==> config.mk <==
export PLATFORM = sky130hd
export DESIGN_NAME = alu_issue
export DESIGN_NICKNAME = d
export VERILOG_FILES = /design/src/rtl/alu_pkg.sv /design/src/rtl/alu_cmd_fifo.sv /design/src/rtl/alu_issue.sv
export SDC_FILE = /design/constraint.sdc
export NUM_CORES = 1
export LEC_CHECK = 0
export CAP_MARGIN = 30
export CORE_UTILIZATION = 52
export DETAILED_ROUTE_END_ITERATION = 8
export GPL_TIMING_DRIVEN = 0
export HOLD_SLACK_MARGIN = 0.1
export PLACE_DENSITY_LB_ADDON = 0.25
export SLEW_MARGIN = 0
export SYNTH_ARGS = -nofsm -noshare
export SYNTH_HDL_FRONTEND = slang
export SYNTH_SLANG_ARGS = --single-unit
==> constraint.sdc <==
create_clock -name clk -period 4.7 [get_ports clk]
set_input_delay 0.47 -clock clk [delete_from_list [all_inputs] [get_ports clk]]
set_output_delay 0.47 -clock clk [all_outputs]
set_load 0.02 [all_outputs]
==> src/rtl/alu_pkg.sv <==
// Shared definitions for the ALU issue stage: opcodes, FSM states and the
// layout of a queued command entry.
package alu_pkg;

   localparam int OP_W = 3;

   localparam logic [OP_W-1:0] OP_ADD = 3'b000;
   localparam logic [OP_W-1:0] OP_SUB = 3'b001;
   localparam logic [OP_W-1:0] OP_AND = 3'b010;
   localparam logic [OP_W-1:0] OP_OR  = 3'b011;
   localparam logic [OP_W-1:0] OP_XOR = 3'b100;
   localparam logic [OP_W-1:0] OP_NOT = 3'b101;
   localparam logic [OP_W-1:0] OP_SHL = 3'b110;
   localparam logic [OP_W-1:0] OP_SHR = 3'b111;

   typedef enum logic [1:0] {
      IDLE = 2'd0,
      EXEC = 2'd1,
      DONE = 2'd2
   } state_t;

   // Entry layout for the 8-bit datapath; wider builds pack the same fields
   // in the same order {a, b, op, use_acc}.
   typedef struct packed {
      logic [7:0]      a;
      logic [7:0]      b;
      logic [OP_W-1:0] op;
      logic            use_acc;
   } cmd_entry_t;

   function automatic int cmd_entry_bits(input int width);
      return 2 * width + OP_W + 1;
   endfunction

endpackage

==> src/rtl/alu_cmd_fifo.sv <==
// Synchronous command FIFO; pointers carry one extra wrap bit so full and
// empty are distinguished without a separate counter.
module alu_cmd_fifo #(
   parameter int WIDTH = 20,
   parameter int DEPTH = 4
) (
   input  logic             clk,
   input  logic             rst,
   input  logic             push,
   input  logic [WIDTH-1:0] push_data,
   input  logic             pop,
   output logic [WIDTH-1:0] pop_data,
   output logic             full,
   output logic             empty
);

   localparam int AW = $clog2(DEPTH);
   localparam logic [AW:0] PTR_ONE = {{AW{1'b0}}, 1'b1};

   logic [AW:0]      wr_ptr_q, wr_ptr_d;
   logic [AW:0]      rd_ptr_q, rd_ptr_d;
   logic [WIDTH-1:0] mem_q [DEPTH];
   logic             do_push;
   logic             do_pop;

   assign empty = (wr_ptr_q == rd_ptr_q);
   assign full  = (wr_ptr_q[AW] != rd_ptr_q[AW]) &&
                  (wr_ptr_q[AW-1:0] == rd_ptr_q[AW-1:0]);

   // A push while full is refused even if a pop frees a slot this cycle.
   assign do_push = push && !full;
   assign do_pop  = pop && !empty;

   assign pop_data = mem_q[rd_ptr_q[AW-1:0]];

   always_comb begin
      wr_ptr_d = wr_ptr_q;
      rd_ptr_d = rd_ptr_q;
      if (do_push) begin
         wr_ptr_d = wr_ptr_q + PTR_ONE;
      end
      if (do_pop) begin
         rd_ptr_d = rd_ptr_q + PTR_ONE;
      end
   end

   always_ff @(posedge clk) begin
      if (rst) begin
         wr_ptr_q <= '0;
         rd_ptr_q <= '0;
      end else begin
         wr_ptr_q <= wr_ptr_d;
         rd_ptr_q <= rd_ptr_d;
      end
   end

   always_ff @(posedge clk) begin
      if (do_push) begin
         mem_q[wr_ptr_q[AW-1:0]] <= push_data;
      end
   end

endmodule

==> src/rtl/alu_issue.sv <==
// Registered issue stage in front of the combinational alu: queues commands,
// drives A/B/Opcode from flops and captures Result/Zero/Carry for a consumer.
// Optional accumulator operand enabled by defining ALU_ISSUE_ACC_EN.
module alu_issue
   import alu_pkg::*;
#(
   parameter int WIDTH = 8,
   parameter int DEPTH = 4
) (
   input  logic             clk,
   input  logic             rst,
   input  logic             cmd_valid,
   output logic             cmd_ready,
   input  logic [WIDTH-1:0] cmd_a,
   input  logic [WIDTH-1:0] cmd_b,
   input  logic [2:0]       cmd_op,
   input  logic             cmd_use_acc,
   output logic [WIDTH-1:0] alu_a,
   output logic [WIDTH-1:0] alu_b,
   output logic [2:0]       alu_op,
   input  logic [WIDTH-1:0] alu_result,
   input  logic             alu_zero,
   input  logic             alu_carry,
   output logic             res_valid,
   input  logic             res_ready,
   output logic [WIDTH-1:0] res_data,
   output logic             res_zero,
   output logic             res_carry,
   output logic             busy
);

   localparam int EW = cmd_entry_bits(WIDTH);

   logic [EW-1:0]    push_data;
   logic [EW-1:0]    head;
   logic             fifo_full;
   logic             fifo_empty;
   logic             fifo_pop;

   logic [WIDTH-1:0] head_a;
   logic [WIDTH-1:0] head_b;
   logic [2:0]       head_op;
   logic             head_use_acc;
   logic [WIDTH-1:0] a_sel;

   state_t           state_q, state_d;
   logic [WIDTH-1:0] alu_a_q, alu_a_d;
   logic [WIDTH-1:0] alu_b_q, alu_b_d;
   logic [2:0]       alu_op_q, alu_op_d;
   logic             res_valid_q, res_valid_d;
   logic [WIDTH-1:0] res_data_q, res_data_d;
   logic             res_zero_q, res_zero_d;
   logic             res_carry_q, res_carry_d;

   assign push_data = {cmd_a, cmd_b, cmd_op, cmd_use_acc};

   alu_cmd_fifo #(
      .WIDTH (EW),
      .DEPTH (DEPTH)
   ) u_fifo (
      .clk       (clk),
      .rst       (rst),
      .push      (cmd_valid),
      .push_data (push_data),
      .pop       (fifo_pop),
      .pop_data  (head),
      .full      (fifo_full),
      .empty     (fifo_empty)
   );

   assign head_a       = head[EW-1 -: WIDTH];
   assign head_b       = head[EW-1-WIDTH -: WIDTH];
   assign head_op      = head[3:1];
   assign head_use_acc = head[0];

`ifdef ALU_ISSUE_ACC_EN
   logic [WIDTH-1:0] acc_q, acc_d;
   assign a_sel = head_use_acc ? acc_q : head_a;
`else
   // use_acc still travels through the FIFO so the port list never changes.
   logic unused_use_acc;
   assign unused_use_acc = head_use_acc;
   assign a_sel = head_a;
`endif

   always_comb begin
      state_d     = state_q;
      alu_a_d     = alu_a_q;
      alu_b_d     = alu_b_q;
      alu_op_d    = alu_op_q;
      res_valid_d = res_valid_q;
      res_data_d  = res_data_q;
      res_zero_d  = res_zero_q;
      res_carry_d = res_carry_q;
      fifo_pop    = 1'b0;
`ifdef ALU_ISSUE_ACC_EN
      acc_d       = acc_q;
`endif
      case (state_q)
         IDLE: begin
            if (!fifo_empty) begin
               fifo_pop = 1'b1;
               alu_a_d  = a_sel;
               alu_b_d  = head_b;
               alu_op_d = head_op;
               state_d  = EXEC;
            end
         end
         EXEC: begin
            res_data_d  = alu_result;
            res_zero_d  = alu_zero;
            res_carry_d = alu_carry;
            res_valid_d = 1'b1;
`ifdef ALU_ISSUE_ACC_EN
            acc_d       = alu_result;
`endif
            state_d     = DONE;
         end
         DONE: begin
            if (res_ready) begin
               res_valid_d = 1'b0;
               // Back-to-back issue keeps one result every two cycles.
               if (!fifo_empty) begin
                  fifo_pop = 1'b1;
                  alu_a_d  = a_sel;
                  alu_b_d  = head_b;
                  alu_op_d = head_op;
                  state_d  = EXEC;
               end else begin
                  state_d  = IDLE;
               end
            end
         end
         default: begin
            state_d = IDLE;
         end
      endcase
   end

   always_ff @(posedge clk) begin
      if (rst) begin
         state_q     <= IDLE;
         alu_a_q     <= '0;
         alu_b_q     <= '0;
         alu_op_q    <= 3'b000;
         res_valid_q <= 1'b0;
         res_data_q  <= '0;
         res_zero_q  <= 1'b0;
         res_carry_q <= 1'b0;
      end else begin
         state_q     <= state_d;
         alu_a_q     <= alu_a_d;
         alu_b_q     <= alu_b_d;
         alu_op_q    <= alu_op_d;
         res_valid_q <= res_valid_d;
         res_data_q  <= res_data_d;
         res_zero_q  <= res_zero_d;
         res_carry_q <= res_carry_d;
      end
   end

`ifdef ALU_ISSUE_ACC_EN
   always_ff @(posedge clk) begin
      if (rst) begin
         acc_q <= '0;
      end else begin
         acc_q <= acc_d;
      end
   end
`endif

   assign cmd_ready = !fifo_full;
   assign busy      = (state_q != IDLE) || !fifo_empty;
   assign alu_a     = alu_a_q;
   assign alu_b     = alu_b_q;
   assign alu_op    = alu_op_q;
   assign res_valid = res_valid_q;
   assign res_data  = res_data_q;
   assign res_zero  = res_zero_q;
   assign res_carry = res_carry_q;

endmodule

======== Word level (Yosys, flattened, before mapping) ========
Memories as Yosys holds them, arrays and structs flattened. A register that Yosys moved wholly into a read port is not among the register bits.
Cells that the tools add are included.
operators by class
  add/sub/neg operators ................... 2
  $mul .................................... 0
  divide/modulo/power cells ............... 0
  order comparisons ....................... 0
  eq/ne operators ......................... 7
  shift-type cells ........................ 0
  mux-type cells .......................... 22
  bitwise gates (word level) .............. 0
  reduce and logical (&&, ||, !) cells .... 13
operators with widths
  kind                                                              count
  8-bit 2-to-1 mux                                                  4
  8-bit one-hot mux with 2 select lines                             2
  2-bit 2-to-1 mux                                                  4
  3-bit by 1-bit adder with 3-bit output (second input constant)    2
  1-bit 2-to-1 mux                                                  6
  3-bit 2-to-1 mux                                                  2
  2-bit one-hot mux with 3 select lines                             1
  3-bit one-hot mux with 2 select lines                             1
  2-bit AND reduction                                               3
  2-bit nonzero test                                                3
  2-bit != test (second input constant)                             2
  1-bit one-hot mux with 2 select lines                             2
  3-bit == test                                                     1
  1-bit logical AND                                                 3
  2-bit by 1-bit == test with 1-bit output (second input constant)  1
  2-bit == test                                                     1
  2-bit == test (second input constant)                             1
  1-bit zero test                                                   2
  2-bit zero test                                                   1
  1-bit logical OR                                                  1
  1-bit != test                                                     1
word-level totals
  bits in registers ....................... 38
  bits in latches ......................... 0
  memory bits (writable) .................. 80
  memory bits (read-only) ................. 0
  input port bits ......................... 34
  output and inout port bits .............. 32
  word-level logic and storage cells ...... 55
  memories ................................ 1
memory list
  name          depth  width  rd ports  clocked after Yosys merged registers in  wr ports  RTL line            source
  u_fifo.mem_q  4      20     1         1                                        1         alu_cmd_fifo.sv:22  logic [WIDTH-1:0] mem_q [DEPTH];

======== Depth between registers and ports, before layout ========
  depth in word-level cells ............... 7
  depth in mapped cells ................... 5
  gate-level depth less buffers ........... 4

======== Cells and area by module ========
Synthesis repeated with hierarchy kept, for this count alone.
second synthesis, totals
  cell total of the unflattened synthesis .. 313
  area total of the unflattened synthesis .. 4785.8 µm²
modules (own cells, without submodules)
  module        times used  cells an instance  area an instance (µm²)  seq. area each (µm²)
  alu_cmd_fifo  1           172                3452.1                  2562.5
  alu_issue     1           141                1333.8                  640.6

======== Worst setup path before layout ========
OpenSTA, ideal clock, no wires.
  path kind ............................... register to register
  start point ............................. register u_fifo.wr_ptr_q[1]
  end point ............................... memory u_fifo.mem_q[3][10] (enable)
  setup time .............................. 0.377 ns
  arrival ................................. 1.504 ns
  required time ........................... 4.323 ns
  setup slack ............................. 2.819 ns
  stages on the path, launching flop included .. 4
  path buffers ............................ 0
  period minus slack after synthesis ...... 1.881 ns
  cell sequence ........................... dfxtp_1 > xnor2_1 > a31oi_1 > and2_1
between the ends
  word-level cells in the longest chain between the ends .. 6
RTL lines
  item                                    RTL line            source
  from (decl)                             alu_cmd_fifo.sv:20  logic [AW:0] wr_ptr_q, wr_ptr_d;
  from (signal assigned)                  alu_cmd_fifo.sv:52  wr_ptr_q <= wr_ptr_d;
  2-bit == test                           alu_cmd_fifo.sv:28  (wr_ptr_q[AW-1:0] == rd_ptr_q[AW-1:0]);
  1-bit logical AND                       alu_cmd_fifo.sv:27  assign full = (wr_ptr_q[AW] != rd_ptr_q[AW]) &&
  1-bit zero test                         alu_cmd_fifo.sv:31  assign do_push = push && !full;
  1-bit logical AND                       alu_cmd_fifo.sv:31
  1-bit 2-to-1 mux                        alu_cmd_fifo.sv:58  if (do_push) begin
  1-bit 2-to-1 mux (implied by the code)  alu_cmd_fifo.sv:59  mem_q[wr_ptr_q[AW-1:0]] <= push_data;
  to (decl)                               alu_cmd_fifo.sv:22
Parallel ways exist; a longest one is shown, timed or not.

======== Worst setup path in the final report ========
  start point ............................. register u_fifo.wr_ptr_q[1]
  end point ............................... output port busy
between the ends
  word-level cells in the longest chain between the ends .. 3
RTL lines
  item              RTL line            source
  3-bit == test     alu_cmd_fifo.sv:26  assign empty = (wr_ptr_q == rd_ptr_q);
  1-bit zero test   alu_issue.sv:173    assign busy = (state_q != IDLE) || !fifo_empty;
  1-bit logical OR  alu_issue.sv:173
  to (decl)         alu_issue.sv:29     output logic busy
Every way passes these cells.

==> summary.txt <==
Floorplan
  – DIE AREA: 8960 µm²
  – Starting Density: 54.1%
  – Number of core rows: 33
  – Die width: 94.7 µm
  – Ports: 66
  – Die height: 94.7 µm
  – Core ar.: 8260 µm²

Global route
  – Initial antenna violation count: 0
  – Total congestion overflow: 0
  – Global-route wire length before repair: 13,100 µm
  – Pin count of the biggest net entering global routing: 20
  – Vias in the first global route: 2,630
  – Total track usage: 20.8%

Layout
  – Share of layout cells above drive strength 1: 14.1%
  – Fin nets: 422
  – Area Growth Syn to Fin: 29.8%
  – Non-filler cells in the finished layout: 501
  – Ant. Diodes: 0

Timing
  – RSZ-0062 raised after global routing: no
  – Clock Skews: 0.00859 ns
  – Tmin final: 2.71 ns
  – F_max: 0.369 GHz
  – Final period util: 57.6%
  – Pins Over Slew Limit: 0
  – Worst-Margin Slew: 0.960 ns
  – TNS Setup: 0 ns
  – Slew headroom: 36.0%
  – Final Hold Fails: 0
  – Final setup vio count: 0
  – PnR worst setup slack: 1.99 ns

Critical path
  – Critical path endpoint category: output pin
  – Setup crit start kind: flip-flop
  – CP Max Fanout: 7
  – Worst Path Required: 4.23 ns
  – Critical path arrival: 2.24 ns
  – Setup CP Type: flip-flop to output pin

Clock tree
  – # hold bufs at CTS: 0
  – Clk_lat worst skew: 0.51 ns
  – Total clock sinks: 116
  – Clock transition at path regs: 0.05 ns
  – Post-CTS setup buffers: 0
  – Clock H-tree levels: 4
  – CTS buffer count: 17
  – CTS tree: done
  – CTS root buf: clkbuf_8
  – Post-CTS sizing: 0
  – CTS Buffer Depth: 2

Yosys
  – Dominant cell type by area after synthesis: edfxtp_1
  – Mean post-synth cell area: 15.0 µm²
  – Post-Syn Nets: 336
  – Yosys warns: 0
  – Area contributors post-synth: edfxtp_1 (51%), dfxtp_1 (18%), mux4_2 (9.6%)
  – Post-synthesis sequential area ratio: 69.0%
  – Mapped Cells: 297
  – Area share of the leading cell type in the synthesized netlist: 51.1%
  – Synth cell types: 32
  – Yosys reg bits: 116
  – Cell Area, Synth: 4470 µm²

Place
  – Cell count after placement: 468
  – Number of port buffers: 64
  – Hpwl dp: 5320 µm
  – Global placement routability congestion: 0.781
  – Pre-CTS setup slack: 1.87 ns

Drt
  – Via/cell ratio: 5.31
  – # DRC: 0
  – Iter 0 DRT Violations: 137
  – DRT Pass-1 Iters: 5
  – Final WL: 8330 µm
  – Via count: 2,661
  – ANT nets after route: 0
  – WL/cell: 16.6 µm

Power
  – Max VDD drop: 336 µV
  – Overall power: 3.61 mW
  – Power Density: 622 nW/µm²
  – Leakage: 2.07 nW

Run status
  – Outcome: finished, final reports clean

Min path
  – HP Class: flip-flop to flip-flop

Run
  – Max_cap viols: 0
flip-flops by register name, indices dropped and copies added, names as in the netlist, named ones only:
signal           count
u_fifo.mem_q        76
alu_a                8
alu_b                8
res_data             8
alu_op               3
u_fifo.rd_ptr_q      3
u_fifo.wr_ptr_q      3
state_q              2
res_carry            1
res_valid            1
res_zero             1
report_power, final:
part           switching, mW  internal, mW
Clock                  0.422         0.685
Sequential            0.0860          1.28
Combinational          0.576         0.564
Total                   1.08          2.52
cell usage in the layout, fill, tap and decap left out, types with 2 or more instances in the layout:
cell type	count
clkdlybuf4s50_1	64
dfxtp_1	40
mux2_2	3
buf_4	2
a211oi_1	2
ha_1	5
a311o_1	2
nor2_1	6
inv_1	7
mux2i_1	21
clkbuf_1	10
clkinvlp_4	2
buf_6	2
clkinv_1	6
a31oi_1	2
xnor2_1	3
and2_1	4
buf_8	3
mux4_2	19
nand2b_1	3
and3_1	2
buf_1	2
clkbuf_16	16
edfxtp_1	76
nor2b_1	4
nand2_1	63
a21oi_1	11
clkinv_2	4
path summary, 6_finish.rpt:
kind                 startpoint                  to  slack (ns)  cells after the start
max          u_fifo.wr_ptr_q[1]                busy        1.99                      4
min                    alu_a[1]            alu_a[1]        0.46                      2
max reg2reg  u_fifo.wr_ptr_q[1]  u_fifo.mem_q[0][8]        2.25                      3
min reg2reg            alu_a[1]            alu_a[1]        0.46                      2
stage by stage:
stage	hold WS [ns]	instance area, µm²	util [%]
final	0.455	5800	70.2
after global routing	0.476	5800	70.2
after CTS	0.461	5780	70.0
after detailed placement	0.449	5270	63.8
after global placement	0.441	5240	63.4
after floorplan	0.466	4470	-
layout make-up:
cell class | count | area, µm²
plain buffers | 15 | 80.1
clock buffers | 19 | 422
inverters | 8 | 30.0
well taps | 105 | 131
clock inverters | 13 | 92.6
multi-input cells | 158 | 1270
fillers | 577 | 2460
repair buffers | 67 | 686
flip-flops and latches | 116 | 3080
per-layer routing:
metal / wire (µm) / up-vias / track usage (%) / share of wire [%]
li1: - / 1261 / - / -
met1: 3600 / 1330 / 24.8 / 43
met2: 4320 / 58 / 34.7 / 52
met3: 300 / 12 / 6.04 / 3.6
met4: 112 / 0 / 9.97 / 1.3
met5: 0 / - / 0 / 0
worst max-delay path, cell delays in order, from the launching register on:
cell and delay [ns]:
dfxtp_1 0.35, xnor2_1 0.50, and3_1 0.29, nand2_1 0.06
clkdlybuf4s50_1 0.53
synth_stat cells (all sizes together):
cell type   n
xor2        1
buf         7
a21oi      11
a31oi       2
mux4       19
ha          5
mux2i      21
a211oi      2
xnor2       3
and2        4
mux2        3
o311ai      1
o21ai       1
nand4       1
nand2      63
or4         1
inv         7
nand2b      3
clkinv      1
or4bb       1
clkbuf      8
nor2        6
edfxtp     76
and3        2
o211ai      1
a311o       2
nor2b       4
dfxtp      40
a311oi      1
cells by family (layout without fill, tap and decap cells):
group           count (synthesis)  in the layout  synth area share [%]
flops                         116            116                  69.0
xor+xnor                        4              4                 0.784
buf+inv                        23            122                  2.46
simple gates                   85             85                  8.18
fa+ha+maj                       5              5                  1.40
compound gates                 21             21                  3.11
mux                            43             43                  15.0
No activity file was read; power rests on OpenSTA's default activity.
